===== src/rtl/hazard_scoreboard.sv =====
// hazard_scoreboard
//
// Pipeline hazard controller sitting beside the ID stage. Instead of comparing
// the ID sources against EX/MEM destinations, it keeps two countdowns per
// architectural register:
//   fwd_cnt[r] : cycles until the pending result for r can be forwarded
//                (nonzero only while a load is in flight)
//   wb_cnt[r]  : cycles until the pending result for r reaches the register
//                file (branch targets are read there, not forwarded)
// A saturating counter of bubble cycles is kept for performance debug.
//
// Ports
//   clk, rst           : clock, synchronous active-high reset
//   id_valid           : ID holds a real instruction
//   opcode             : ID opcode (BR_OP_MASK selects branch ops reading rb)
//   ra, rb             : ID source registers
//   ra_used, rb_used   : ID actually reads ra / rb
//   rd, rd_we          : ID destination register and its write enable
//   is_load            : ID instruction is a memory read
//   branch_take        : branch resolved taken in EX this cycle
//   pc_en, if_id_en    : advance PC / IF-ID register
//   bubble             : insert NOP into ID/EX
//   flush              : squash IF/ID contents
//   stall_cycles       : saturating count of bubble cycles

module hazard_scoreboard #(
    parameter int          REG_AW     = 2,
    parameter int          LOAD_LAT   = 1,
    parameter int          WB_LAT     = 2,
    parameter int          CNT_W      = 2,
    parameter logic [15:0] BR_OP_MASK = 16'h0E00,
    parameter int          PERF_W     = 16
) (
    input  logic              clk,
    input  logic              rst,
    input  logic              id_valid,
    input  logic [3:0]        opcode,
    input  logic [REG_AW-1:0] ra,
    input  logic [REG_AW-1:0] rb,
    input  logic              ra_used,
    input  logic              rb_used,
    input  logic [REG_AW-1:0] rd,
    input  logic              rd_we,
    input  logic              is_load,
    input  logic              branch_take,
    output logic              pc_en,
    output logic              if_id_en,
    output logic              bubble,
    output logic              flush,
    output logic [PERF_W-1:0] stall_cycles
);

    localparam int NREGS = 2 ** REG_AW;
    localparam logic [CNT_W-1:0] LOAD_CNT = CNT_W'(LOAD_LAT);
    localparam logic [CNT_W-1:0] WB_CNT   = CNT_W'(WB_LAT);

    logic [CNT_W-1:0] fwd_cnt [NREGS];
    logic [CNT_W-1:0] wb_cnt  [NREGS];

    logic is_br;
    logic load_use;
    logic br_hz;
    logic issue;

    // Hazard detection uses the counters as they stand before this edge, so a
    // write issued this cycle never blocks the instruction that issues it.
    always_comb begin
        is_br    = BR_OP_MASK[opcode];
        load_use = id_valid &
                   ((ra_used & (fwd_cnt[ra] != '0)) |
                    (rb_used & (fwd_cnt[rb] != '0)));
        br_hz    = id_valid & is_br & (wb_cnt[rb] != '0);
    end

    // Control outputs. A taken branch squashes ID, so any hazard the squashed
    // instruction would have raised is irrelevant and no bubble is inserted.
    // While reset is asserted the pipe runs freely with no flush.
    always_comb begin
        pc_en    = 1'b1;
        if_id_en = 1'b1;
        bubble   = 1'b0;
        flush    = 1'b0;
        if (!rst) begin
            if (branch_take) begin
                flush = 1'b1;
            end else if (load_use || br_hz) begin
                pc_en    = 1'b0;
                if_id_en = 1'b0;
                bubble   = 1'b1;
            end
        end
    end

    assign issue = id_valid & ~branch_take & ~bubble & ~rst;

    // Countdowns: everything ticks toward zero; a newly issued writer reloads
    // its destination, overriding the tick so the newest writer wins.
    always_ff @(posedge clk) begin
        if (rst) begin
            for (int i = 0; i < NREGS; i++) begin
                fwd_cnt[i] <= '0;
                wb_cnt[i]  <= '0;
            end
        end else begin
            for (int i = 0; i < NREGS; i++) begin
                if (issue && rd_we && (rd == i[REG_AW-1:0])) begin
                    fwd_cnt[i] <= is_load ? LOAD_CNT : '0;
                    wb_cnt[i]  <= WB_CNT;
                end else begin
                    if (fwd_cnt[i] != '0) fwd_cnt[i] <= fwd_cnt[i] - 1'b1;
                    if (wb_cnt[i]  != '0) wb_cnt[i]  <= wb_cnt[i]  - 1'b1;
                end
            end
        end
    end

    // Bubble-cycle counter, sticks at all-ones instead of wrapping.
    always_ff @(posedge clk) begin
        if (rst) begin
            stall_cycles <= '0;
        end else if (bubble && (stall_cycles != '1)) begin
            stall_cycles <= stall_cycles + 1'b1;
        end
    end

endmodule

===== config.mk =====
export PLATFORM = sky130hd
export DESIGN_NAME = hazard_scoreboard
export DESIGN_NICKNAME = d
export VERILOG_FILES = /design/src/rtl/hazard_scoreboard.sv
export SDC_FILE = /design/constraint.sdc
export NUM_CORES = 1
export LEC_CHECK = 0
export CAP_MARGIN = 10
export CORE_ASPECT_RATIO = 0.8
export CORE_MARGIN = 5
export CORE_UTILIZATION = 51
export DETAILED_ROUTE_END_ITERATION = 12
export GPL_TIMING_DRIVEN = 0
export PLACE_DENSITY = 0.79
export REMOVE_ABC_BUFFERS = 1
export SLEW_MARGIN = 15
export SYNTH_ARGS = -nofsm -noshare
export SYNTH_HDL_FRONTEND = slang
export SYNTH_SLANG_ARGS = --single-unit

===== constraint.sdc =====
create_clock -name clk -period 2.8 [get_ports clk]
set_input_delay 0.42 -clock clk [delete_from_list [all_inputs] [get_ports clk]]
set_output_delay 0.42 -clock clk [all_outputs]
set_load 0.01 [all_outputs]

==> flow_summary.yaml, run 1 <==
final_layout:
  finalNetCount: 267
  layout_commonest_cell: "clkdlybuf4s50_1"
  syn_to_final_growth_pct: 27.6
  drive_gt1_share_pct: 11.2
  layout_common_cells: "29 x clkdlybuf4s50_1, 18 x inv_1, 16 x edfxtp_1, 16 x dfxtp_1, 12 x nor2_1"
  diodes: 0
sta:
  relSlewSlack_pct: 35.6
  slew_viol_final: 0
  skew_ns: 0.00487
  final-setup-viol-count: 0
  finalHoldViolCount: 0
  fmax_mhz: 385
  rsz0062_at_grt: "false"
  fin_crit_sh_pct: 92.8
  fin_setup_tns_ns: 0
  min_period_ns: 2.60
  worst_slew_pin_slew_ns: 0.959
  fin_ws_ns: 0.202
placement:
  gp_congestion: 0.798
  port_buffers: 37
  dp_hpwl_mm: 3.21
  dpl_worst_slack_ns: -0.466
worst_setup_path:
  reg2reg_depth: 7
  cp-end-kind: "register"
  path_max_fanout: 5
  cp-start-kind: "register"
  worstSetupPathType: "reg2reg"
  worstPathCellList: "nor4b_2 > nor3b_1 > a22o_4 > or2_4 > buf_4 > or4_4 > mux2_4"
  arrival_ns: 2.63
  crit_slowest_cell: "or4_4"
  cp.required_ns: 2.84
  rrSetupSlack_ns: 0.20
  slowest_delay_ns: 0.51
detailed_routing:
  drt-pass1-iter-count: 4
  vias_per_cell: 5.75
  highest_layer: "met4"
  drc_errors: 0
  avgRoutedWirePerCell_um: 15.4
  antenna_left: 0
  vias: 1628
  wl_met3_um: 235
  wl_mm: 4.36
  dr_wl_met2_mm: 1.96
  met1Wirelength_mm: 2.13
  drt_iter0_markers: 68
synthesis:
  ys_seq_elements: 32
  ys.flop_type: "edfxtp_1"
  synthArstFlopShare_pct: 0
  post_synth.cell_area_avg_sq_um: 9.51
  netlist_area_sq_um: 1900
  synthCells: 200
  synth-edff-count: 16
  yosys.cell_types.count: 40
  yosys_warnings: 0
  synth-seq-area-share_pct: 42.1
die:
  dieArea_sq_um: 5060
  rows: 19
  die_y_um: 64.6
  die_w_um: 78.3
  top_level_ports: 38
  initial_core_util_pct: 54.1
  core-area_sq_um: 3520
global_route:
  grt_pass1_wl_mm: 7.58
  grt_use_total_pct: 18.8
  overflow: 0
  grt_max_degree: 45
  antenna_found_initial: 0
  grt_pass1_vias: 1558
power_and_ir_drop:
  power_leakage_nw: 0.893
  ir_drop_mv: 0.318
  p_per_area_nw_per_um2: 655
min_path:
  worstHoldPathCells: 2
  min_path_type: "reg2reg"
clock_network:
  hold_buffers: 0
  clk_pin_slew_worst_paths_ns: 0.07
  clock-root-buffer: "clkbuf_8"
  h-tree-depth: 2
  cts.sinks: 32
  cts_buffers: 5
  cts_tree: "done"
  clk_latency_ns: 0.28
  clock_path_buffers: 2
run_status:
  outcome: "completed"
job:
  cap_viol_max_count: 0
## what timing repair did
| action | 4_1_cts | 5_1_grt |
|---|---|---|
| buffers inserted | 1 | 2 |
| endpoints found under the setup margin | 3 | 5 |
| pin swaps | 1 | 3 |
| resized for setup | 4 | 8 |
| endpoints found under the hold margin | 0 | 0 |
## layer usage
layer,vias to the layer above,GRT usage (%)
met5,-,0
met4,0,6.11
met3,4,5.12
met2,43,27.8
met1,748,26.9
li1,833,-
## cell type report
class                   instances  area (sq um)
clock buffers                   6          82.6
clock inverters                 2          10.0
fillers                       295          1090
inverters                      18          67.6
multi-input cells             143          1020
flip-flops and latches         32           801
well taps                      42          52.6
repair buffers                 40           390
## metrics by stage
| stage | area, sq um | power, W | hold WS [ns] | util [%] | cells |
|---|---|---|---|---|---|
| after floorplan | 1870 | 0.00106 | 0.489 | - | 193 |
| after global placement | 2290 | 0.00118 | 0.489 | 65.2 | 272 |
| after detailed placement | 2290 | 0.00121 | 0.491 | 65.1 | 272 |
| after CTS | 2390 | 0.00158 | 0.505 | 68.0 | 281 |
| after global routing | 2430 | 0.00170 | 0.541 | 69.0 | 283 |
| final | 2430 | 0.00159 | 0.516 | 69.0 | 283 |
## critical path, delay by kind of cell, from the launching register on
family | cells | cell delay, ns
flops | 1 | 0.45
simple gates | 4 | 1.16
buf+inv | 1 | 0.14
compound gates | 1 | 0.29
mux | 1 | 0.31
## registers in the layout, indices dropped and copies added, names as in the netlist
register      count
stall_cycles     16
fwd_cnt           8
wb_cnt            8
## logic make-up (layout without fill, tap and decap cells)
group                    count (synthesis)  count (layout)  synth area share, %
AO/OA/AOI/OAI                           37              37                 12.9
multiplexers                             7               7                 4.87
adder cells (fa/ha/maj)                  9               9                 5.92
XOR/XNOR                                 2               2                0.921
buffers and inverters                   25              66                 5.13
AND/OR/NAND/NOR                         88              88                 28.2
flip-flops                              32              32                 42.1
## power breakdown
part / leakage [nW] / switching [W] / internal, W / total (W)
Combinational: 0.538 / 0.000256 / 0.000238 / 0.000494
Clock: 0.0510 / 0.000174 / 0.000196 / 0.000370
Sequential: 0.304 / 0.0000856 / 0.000641 / 0.000727
Total: 0.893 / 0.000515 / 0.00107 / 0.00159
## synthesized netlist by cell type (2+ instances only)
master | n | share of area, %
a2111oi_0 | 2 | 0.92
a21oi_1 | 9 | 2.4
and4_1 | 2 | 0.92
clkbuf_1 | 6 | 1.2
dfxtp_1 | 16 | 17
edfxtp_1 | 16 | 25
ha_1 | 9 | 5.9
inv_1 | 18 | 3.6
mux2_2 | 3 | 1.8
nand2_1 | 11 | 2.2
nand3_1 | 8 | 2.1
nand3b_1 | 9 | 3.6
nand4_1 | 3 | 0.99
nor2_1 | 12 | 2.4
nor2b_1 | 5 | 1.6
nor3_1 | 8 | 2.1
nor3b_1 | 4 | 1.6
nor4_1 | 9 | 3.0
nor4b_1 | 2 | 0.92
o21ai_0 | 10 | 2.6
o21ai_1 | 2 | 0.53
o31ai_1 | 10 | 3.9
or3_1 | 6 | 2.0
or4_1 | 4 | 1.6
## final timing paths
| kind | endpoint | from |
|---|---|---|
| setup / recovery | fwd_cnt[1][0] | fwd_cnt[2][0] |
| hold / removal | stall_cycles[5] | stall_cycles[5] |
| setup reg to reg | fwd_cnt[1][0] | fwd_cnt[2][0] |
| hold reg to reg | stall_cycles[5] | stall_cycles[5] |
Note: power is estimated with default switching activity, not from simulation.
==> inputs of run 2 (changes only) <==
- RECOVER_POWER: unset -> 25
==> run 2 against run 1 <==
- design area stayed put
- sequential power about the same
- non-clock buffer count stayed put
- sequential cell count unchanged
- global-route usage stayed put
- total power is essentially flat
- sequential share of layout area stayed put
- critical endpoint unchanged
- largest power group unchanged
==> flow_summary.yaml, run 2 (synthesis results as in run 1) <==
global_route:
  grt_use_total_pct: 18.8
  grt_max_degree: 45
  grtUsageMet1_pct: 26.9
  grt_pass1_wl_mm: 7.58
  grt_pass1_vias: 1558
  grt_use_met2_pct: 27.8
  overflow: 0
  gr-usage-met3_pct: 5.12
  antenna_found_initial: 0
  global_route.peak_usage_layer: "met2"
clock_network:
  clock_path_buffers: 2
  clock-root-buffer: "clkbuf_8"
  clk_pin_slew_worst_paths_ns: 0.07
  cts.sinks: 32
  cts_tree: "done"
  hold_buffers: 0
  clk_latency_ns: 0.29
  h-tree-depth: 2
  cts_buffers: 5
sta:
  slew_viol_final: 0
  fin_crit_sh_pct: 92.7
  finalHoldViolCount: 0
  fin_ws_ns: 0.204
  fmax_mhz: 385
  min_period_ns: 2.60
  relSlewSlack_pct: 37.1
  skew_ns: 0.00407
  worst_slew_pin_slew_ns: 0.938
  rsz0062_at_grt: "false"
  final-setup-viol-count: 0
worst_setup_path:
  cp.required_ns: 2.84
  path_max_fanout: 5
  cp-end-kind: "register"
  arrival_ns: 2.64
  cp-start-kind: "register"
  worstSetupPathType: "reg2reg"
detailed_routing:
  wl_mm: 4.35
  vias: 1635
  drc_errors: 0
  avgRoutedWirePerCell_um: 15.4
  drt_iter0_markers: 65
  vias_per_cell: 5.78
  antenna_left: 0
  drt-pass1-iter-count: 4
die:
  die_y_um: 64.6
  rows: 19
  core-area_sq_um: 3520
  top_level_ports: 38
  die_w_um: 78.3
  dieArea_sq_um: 5060
  initial_core_util_pct: 54.1
placement:
  dpl_worst_slack_ns: -0.466
  port_buffers: 37
  dp_hpwl_mm: 3.21
  gp_congestion: 0.798
  postPlaceCellArea_sq_um: 2290
power_and_ir_drop:
  p_per_area_nw_per_um2: 655
  ir_drop_mv: 0.319
  power_leakage_nw: 0.950
  finalPower_w: 0.00159
final_layout:
  drive_gt1_share_pct: 11.2
  layout_common_cells: "18 x inv_1, 16 x edfxtp_1, 16 x dlygate4sd3_1, 16 x dfxtp_1, 13 x clkdlybuf4s50_1"
  largest_registers: "stall_cycles: 16 flops, fwd_cnt: 8 flops, wb_cnt: 8 flops"
  multi_input_area_sq_um: 1020
  largest-register: "stall_cycles"
  finalNetCount: 267
  layout_commonest_cell: "inv_1"
  design_area_sq_um: 2430
  syn_to_final_growth_pct: 27.6
  largest_register_ffs: 16
  seq_area_sq_um: 801
  diodes: 0
  fill_cells: 295
run_status:
  outcome: "completed"
job:
  cap_viol_max_count: 0
min_path:
  min_path_type: "reg2reg"
==> run 2: worst paths after layout <==
check	start	to	slack [ns]	cells after the start
min reg2reg	stall_cycles[5]	stall_cycles[5]	0.51	2
max	fwd_cnt[2][0]	fwd_cnt[1][0]	0.20	7
max reg2reg	fwd_cnt[2][0]	fwd_cnt[1][0]	0.20	7
min	stall_cycles[5]	stall_cycles[5]	0.51	2
==> run 2: final cells by class <==
cell class                      count  share of cell area (%)
Tap cell                           42                    2.16
Multi-Input combinational cell    143                    42.2
Clock buffer                        6                    3.40
Timing Repair Buffer               40                    16.1
Clock inverter                      2                   0.412
Inverter                           18                    2.78
Sequential cell                    32                    33.0
==> run 2: where the power goes <==
group	total, W	internal [W]	switching (W)
clock	0.000372	0.000196	0.000176
combinational	0.000492	0.000237	0.000255
sequential	0.000727	0.000641	0.0000855
==> run 2: critical path: stages (launching register included) <==
cell and delay, ns:
edfxtp_1 0.45, nor4b_2 0.31, nor3b_1 0.09, a22o_4 0.29
or2_4 0.25, buf_4 0.14, or4_4 0.51, mux2_4 0.31
==> run 2: through the flow <==
stage / cells / utilization, % / setup TNS (ns) / hold slack (ns)
3_5_place_dp: 272 / 65.1 / -3.52 / 0.491
6_report: 283 / 69.0 / 0 / 0.508
2_1_floorplan: 193 / - / 0 / 0.489
3_3_place_gp: 272 / 65.2 / -30.02 / 0.489
4_1_cts: 281 / 68.0 / -0.172 / 0.505
5_1_grt: 283 / 69.0 / 0 / 0.538
==> run 2: repair_timing <==
item	CTS	global route
buffers inserted	1	2
pin swaps	1	3
resized for setup	4	8
setup endpoints to repair	3	5
gates cloned	0	0
==> run 2: routing by layer <==
layer	vias to the layer above	wire, um
met4	0	65
met2	43	1930
met1	748	2120
met5	-	0
met3	9	233
li1	835	-
